===== config.mk =====
export PLATFORM = sky130hd
export DESIGN_NAME = fetch_stage
export DESIGN_NICKNAME = d
export VERILOG_FILES = /design/src/rtl/fetch_stage_pkg.sv /design/src/rtl/fetch_stage_skid_buf.sv /design/src/rtl/fetch_stage.sv
export SDC_FILE = /design/constraint.sdc
export NUM_CORES = 1
export LEC_CHECK = 0
export CAP_MARGIN = 20
export CORE_MARGIN = 4
export CORE_UTILIZATION = 35
export DETAILED_ROUTE_END_ITERATION = 10
export HOLD_SLACK_MARGIN = 0.1
export PLACE_DENSITY = 0.7
export SETUP_SLACK_MARGIN = 0.15
export SLEW_MARGIN = 25
export SYNTH_ARGS = -nofsm -noshare
export SYNTH_HDL_FRONTEND = slang
export SYNTH_SLANG_ARGS = --single-unit
export TNS_END_PERCENT = 1

===== constraint.sdc =====
create_clock -name CLK -period 3.5 [get_ports CLK]
set_clock_uncertainty 0.2 [all_clocks]
set_input_delay 0.525 -clock CLK [delete_from_list [all_inputs] [get_ports CLK]]
set_output_delay 0.525 -clock CLK [all_outputs]
set_load 0.005 [all_outputs]

===== src/rtl/fetch_stage_pkg.sv =====
// fetch_stage_pkg: shared types for the instruction-fetch stage.
//   word_t        - 32-bit machine word (PC, instruction)
//   fetch_state_t - fetch FSM states
package fetch_stage_pkg;

    typedef logic [31:0] word_t;

    typedef enum logic [1:0] {
        RUN    = 2'd0,
        SQUASH = 2'd1,
        HALTED = 2'd2
    } fetch_state_t;

endpackage


===== src/rtl/fetch_stage_skid_buf.sv =====
// fetch_skid_buf: 1-entry holding register for an instruction that returned
// from the icache while the IF/DC latch was stalled.
// Only built when FETCH_SKID_EN is defined.
// Ports:
//   CLK, RST            clock, async active-high reset
//   load                capture word_in/npc_in, set valid
//   drain               entry consumed, clear valid
//   clear               discard entry (redirect/halt); wins over load
//   word_in, npc_in     data to capture
//   valid, word, npc    current entry
module fetch_skid_buf
    import fetch_stage_pkg::*;
(
    input  logic  CLK,
    input  logic  RST,
    input  logic  load,
    input  logic  drain,
    input  logic  clear,
    input  word_t word_in,
    input  word_t npc_in,
    output logic  valid,
    output word_t word,
    output word_t npc
);

    always_ff @(posedge CLK or posedge RST) begin
        if (RST) begin
            valid <= 1'b0;
            word  <= '0;
            npc   <= '0;
        end else if (clear) begin
            valid <= 1'b0;
        end else if (load) begin
            valid <= 1'b1;
            word  <= word_in;
            npc   <= npc_in;
        end else if (drain) begin
            valid <= 1'b0;
        end
    end

endmodule


===== src/rtl/fetch_stage.sv =====
// fetch_stage: instruction-fetch stage. Owns the PC, runs the iREN/ihit
// handshake with the icache and drives the IF/DC latch inputs.
// Optional feature macro: FETCH_SKID_EN (1-entry skid buffer for stalled hits).
// Ports:
//   CLK, RST                 clock, async active-high reset
//   ihit, imemload           icache hit and returned word
//   iREN, imemaddr           icache request and address (always the PC)
//   stall, redirect,
//   redirect_pc, halt        control from hazard unit / MEM / halt detect
//   npc_i1, imemload_i1,
//   id_en, id_flushed        IF/DC latch inputs (combinational from ihit)
//   fetch_busy               a request whose data will be discarded is outstanding
module fetch_stage
    import fetch_stage_pkg::*;
#(
    parameter logic [31:0] PC_INIT = 32'h0000_0000,
    parameter int unsigned PC_STEP = 4
) (
    input  logic        CLK,
    input  logic        RST,
    input  logic        ihit,
    input  logic [31:0] imemload,
    output logic        iREN,
    output logic [31:0] imemaddr,
    input  logic        stall,
    input  logic        redirect,
    input  logic [31:0] redirect_pc,
    input  logic        halt,
    output logic [31:0] npc_i1,
    output logic [31:0] imemload_i1,
    output logic        id_en,
    output logic        id_flushed,
    output logic        fetch_busy
);

    localparam word_t STEP = word_t'(PC_STEP);

    fetch_state_t state, state_n;
    word_t        pc, pc_n, pend_pc, pend_n, pc_inc;

    assign pc_inc   = pc + STEP;   // wraps mod 2^32
    assign imemaddr = pc;

`ifdef FETCH_SKID_EN
    logic  sk_valid, sk_load, sk_drain, sk_clear;
    word_t sk_word, sk_npc;

    fetch_skid_buf u_skid (
        .CLK     (CLK),
        .RST     (RST),
        .load    (sk_load),
        .drain   (sk_drain),
        .clear   (sk_clear),
        .word_in (imemload),
        .npc_in  (pc_inc),
        .valid   (sk_valid),
        .word    (sk_word),
        .npc     (sk_npc)
    );
`endif

    always_ff @(posedge CLK or posedge RST) begin
        if (RST) begin
            state   <= RUN;
            pc      <= PC_INIT;
            pend_pc <= '0;
        end else begin
            state   <= state_n;
            pc      <= pc_n;
            pend_pc <= pend_n;
        end
    end

    always_comb begin
        state_n     = state;
        pc_n        = pc;
        pend_n      = pend_pc;
        iREN        = 1'b0;
        id_en       = 1'b0;
        id_flushed  = 1'b0;
        fetch_busy  = 1'b0;
        npc_i1      = '0;
        imemload_i1 = '0;
`ifdef FETCH_SKID_EN
        sk_load     = 1'b0;
        sk_drain    = 1'b0;
        sk_clear    = 1'b0;
`endif
        case (state)
            RUN: begin
                iREN = 1'b1;
`ifdef FETCH_SKID_EN
                // A held word means the PC already moved past it; stop
                // requesting until it has been handed to decode.
                if (sk_valid) iREN = 1'b0;
                if (halt || redirect) sk_clear = 1'b1;
`endif
                if (halt) begin
                    state_n    = HALTED;
                    id_flushed = 1'b1;
                end else if (redirect) begin
                    id_flushed = 1'b1;
`ifdef FETCH_SKID_EN
                    if (ihit || sk_valid) pc_n = redirect_pc;
`else
                    if (ihit) pc_n = redirect_pc;
`endif
                    else begin
                        // Request still in flight: wait for it before moving
                        // the address.
                        pend_n  = redirect_pc;
                        state_n = SQUASH;
                    end
                end else if (stall) begin
`ifdef FETCH_SKID_EN
                    if (!sk_valid && ihit) begin
                        sk_load = 1'b1;
                        pc_n    = pc_inc;
                    end
`endif
`ifdef FETCH_SKID_EN
                end else if (sk_valid) begin
                    id_en       = 1'b1;
                    imemload_i1 = sk_word;
                    npc_i1      = sk_npc;
                    sk_drain    = 1'b1;
`endif
                end else if (ihit) begin
                    id_en       = 1'b1;
                    imemload_i1 = imemload;
                    npc_i1      = pc_inc;
                    pc_n        = pc_inc;
                end
            end
            SQUASH: begin
                iREN       = 1'b1;
                fetch_busy = 1'b1;
                if (halt) begin
                    state_n    = HALTED;
                    id_flushed = 1'b1;
                end else begin
                    if (redirect) begin
                        pend_n     = redirect_pc;
                        id_flushed = 1'b1;
                    end
                    if (ihit) begin
                        pc_n    = redirect ? redirect_pc : pend_pc;
                        state_n = RUN;
                    end
                end
            end
            default: ;  // HALTED: everything idle until reset
        endcase
        // Outputs are forced quiet for as long as reset is held.
        if (RST) begin
            iREN        = 1'b0;
            id_en       = 1'b0;
            id_flushed  = 1'b0;
            fetch_busy  = 1'b0;
            npc_i1      = '0;
            imemload_i1 = '0;
        end
    end

endmodule


==> impl_metrics.py, run 1 <==
metrics = {
    "sta": {
        "tightest_slew_ns": 0.749,
        "min_period_over_period": 0.933,
        "tns_ns": 0,
        "clock.fmax_ghz": 0.306,
        "rsz0062_at_grt": "yes",
        "setup_viol": 0,
        "final-max-slew-violation-count": 0,
        "slew_headroom": 0.499,
        "hold_viol": 0,
        "fin_crit_ns": 3.26,
    },
    "grt": {
        "overflow": 0,
        "grt_start_max_net_pins": 70,
        "grt_use_total": 0.197,
        "grt_use_met2": 0.342,
        "met1_usage": 0.243,
        "busiest_layer": "met2",
        "grt_util_met3": 0.0500,
        "grt_pass1_vias": 4360,
        "grt_first_pass_wirelength_mm": 22.7,
        "antenna_found_initial": 0,
    },
    "synthesis": {
        "yosysTopAreaCell": "dfrtp_1",
        "syn_inst": 484,
        "syn-num-nets": 555,
        "synth_seq_cells": 66,
        "ys_seq_area_frac": 0.390,
        "synthFlopType": "dfrtp_1",
        "synth_most_common_cell": "dfrtp_1",
        "synth_area_mm2": 0.00424,
        "synth_top_area_frac": 0.390,
        "synthTopCellsByArea": "dfrtp_1 (39%), mux2_2 (8.5%), and2_1 (5.6%)",
        "synth-async-reset-ratio": 1.00,
        "syn_avg_cell_area_um2": 8.75,
        "synth_edf_count": 0,
        "yosys-top-cells-count": "dfrtp_1 (66), nor2_1 (58), and2_1 (38)",
        "synth.distinct_cells": 47,
        "synth-warning-count": 0,
    },
    "cts": {
        "path_clk_slew_ns": 0.05,
        "cts_tree": "yes",
        "htree_levels": 3,
        "clkLatencyLatePin_ns": 0.33,
        "cts_buffers": 9,
        "cts_num_sinks": 66,
        "clock_path_buffers": 2,
        "cts_hold_buf": 0,
        "cts-root-buf": "clkbuf_16",
    },
    "layout": {
        "diodes": 0,
        "multi_input_area_mm2": 0.00245,
        "area_growth_pct": 53.1,
        "layout-drive-gt1-share": 0.135,
        "utilization": 0.558,
        "seq_area_mm2": 0.00166,
        "final_nets": 718,
        "fillCellCount": 1041,
    },
    "setup_path": {
        "cp.required_ns": 2.77,
        "end_kind": "output pin",
        "startpoint_type": "flip-flop",
        "critPathMaxFanout": 6,
        "critPathKind": "flip-flop to output pin",
        "arrival_ns": 2.54,
    },
    "drt": {
        "drt_iter0_markers": 261,
        "avgRoutedWirePerCell_um": 17.7,
        "viasPerCell": 5.42,
        "vias": 4303,
        "drc": 0,
        "postRouteAntennaNets": 0,
        "wl_mm": 14.1,
        "dr.pass1.iters": 5,
    },
    "die": {
        "rows": 39,
        "die_x_um": 118,
        "io_pins": 170,
        "die_height_um": 118,
        "initial_core_util": 0.365,
        "core-area_mm2": 0.0116,
        "die_area_mm2": 0.0139,
    },
    "job": {
        "cap_violations": 0,
    },
    "placed_design": {
        "port_buffers": 169,
        "dp_hpwl_mm": 10.0,
        "gp_congestion": 0.793,
    },
    "power_and_ir_drop": {
        "leakage_nw": 2.62,
        "vdd.ir_drop.worst_v": 0.000241,
        "p_per_area_mw_per_mm2": 318,
    },
    "hold_path": {
        "hold_path_class": "flip-flop to flip-flop",
    },
    "status": {
        "status": "finished clean",
    },
}
==> stage by stage <==
stage               worst slack, ns  cell area, µm²  cells  total power, mW  hold WS [ns]
global placement              0.329            6100    772             1.21         0.279
global route                  0.117            6480    794             2.15         0.313
CTS                          0.0333            6380    788             2.05         0.300
finish                        0.236            6480    794             2.06         0.299
floorplan                      1.12            4240    484             1.02         0.271
detailed placement            0.260            6100    772             1.22         0.286
==> worst max-delay path, stage by stage (launching register included) <==
cell and delay (ns):
dfrtp_2 0.45, ha_4 0.18, nand3_2 0.15, nor4_4 0.28, buf_4 0.21, and4_4 0.24, xnor2_1 0.09, nor2_1 0.11
clkdlybuf4s50_1 0.51
==> cell type report <==
cell class / instances / share of cell area
multi-input cells: 368 / 0.378
well taps: 143 / 0.0276
clock inverters: 3 / 0.00232
inverters: 13 / 0.00752
flip-flops and latches: 66 / 0.256
repair buffers: 189 / 0.290
clock buffers: 12 / 0.0396
==> cells in the final DEF (no fill, tap or decap), drive strengths merged, types with 2 or more instances in the layout <==
cell and count:
nand3 14, o31a 4, mux2 32, a41oi 3, clkbuf 12, a221oi 7
dfrtp 66, nand2 34, nand4 8, a21oi 27, a22oi 4, xor2 9
clkdlybuf4s50 167, nor3b 10, nor2b 3, and3 9, o2bb2ai 7, xnor2 19
buf 21, o22ai 6, nor3 7, o31ai 5, inv 13, nor2 58
nand2b 2, a21o 6, o21ai 31, clkinv 3, a22o 7, and2 38
nor4 2, and4 4
==> worst paths after layout <==
path / startpoint / end / slack (ns) / cells past startpoint
setup / recovery: imemaddr[2] / npc_i1[30] / 0.24 / 8
max in group asynchronous: RST / imemaddr[2] / 1.97 / 3
hold / removal: pend_pc[25] / pend_pc[25] / 0.30 / 1
hold reg to reg: pend_pc[25] / pend_pc[25] / 0.30 / 1
min in group asynchronous: RST / pend_pc[28] / 0.47 / 2
setup reg to reg: state[1] / imemaddr[9] / 1.33 / 6
==> sequential cells by signal (all words and copies together), names as in the netlist <==
signal    flops
state         2
imemaddr     32
pend_pc      32
==> layer usage <==
metal / up-vias / share of wire
li1: 2043 / -
met1: 2101 / 0.42
met2: 150 / 0.52
met3: 9 / 0.055
met4: 0 / 0.0086
met5: - / 0
==> what timing repair did <==
item                       CTS  global route
gates cloned                 0             1
gates resized for setup      1            16
buffers inserted             1             5
setup endpoints to repair   17            26
pin swaps                    1             2
==> power by group <==
group          switching [mW]  total (mW)  internal [mW]
sequential             0.0685       0.888          0.820
clock                   0.318       0.828          0.510
combinational           0.134       0.347          0.214
==> cells by family after synthesis <==
logic type                 after synthesis  synth area share
adders and majority gates                1           0.00295
xor gates and xnor gates                28            0.0579
AOI/OAI and AO/OA                      116             0.182
DFF                                     66             0.390
and+or+nand+nor                        190             0.234
buffers and inverters                   50            0.0464
muxes                                   33            0.0874
No activity file was read; power rests on OpenSTA's default activity.
==> run 2, diff against run 1 <==
- CAP_MARGIN: 20 -> 10
==> results of run 2 <==
Final layout, timing and power as in run 1 (identical DEF).
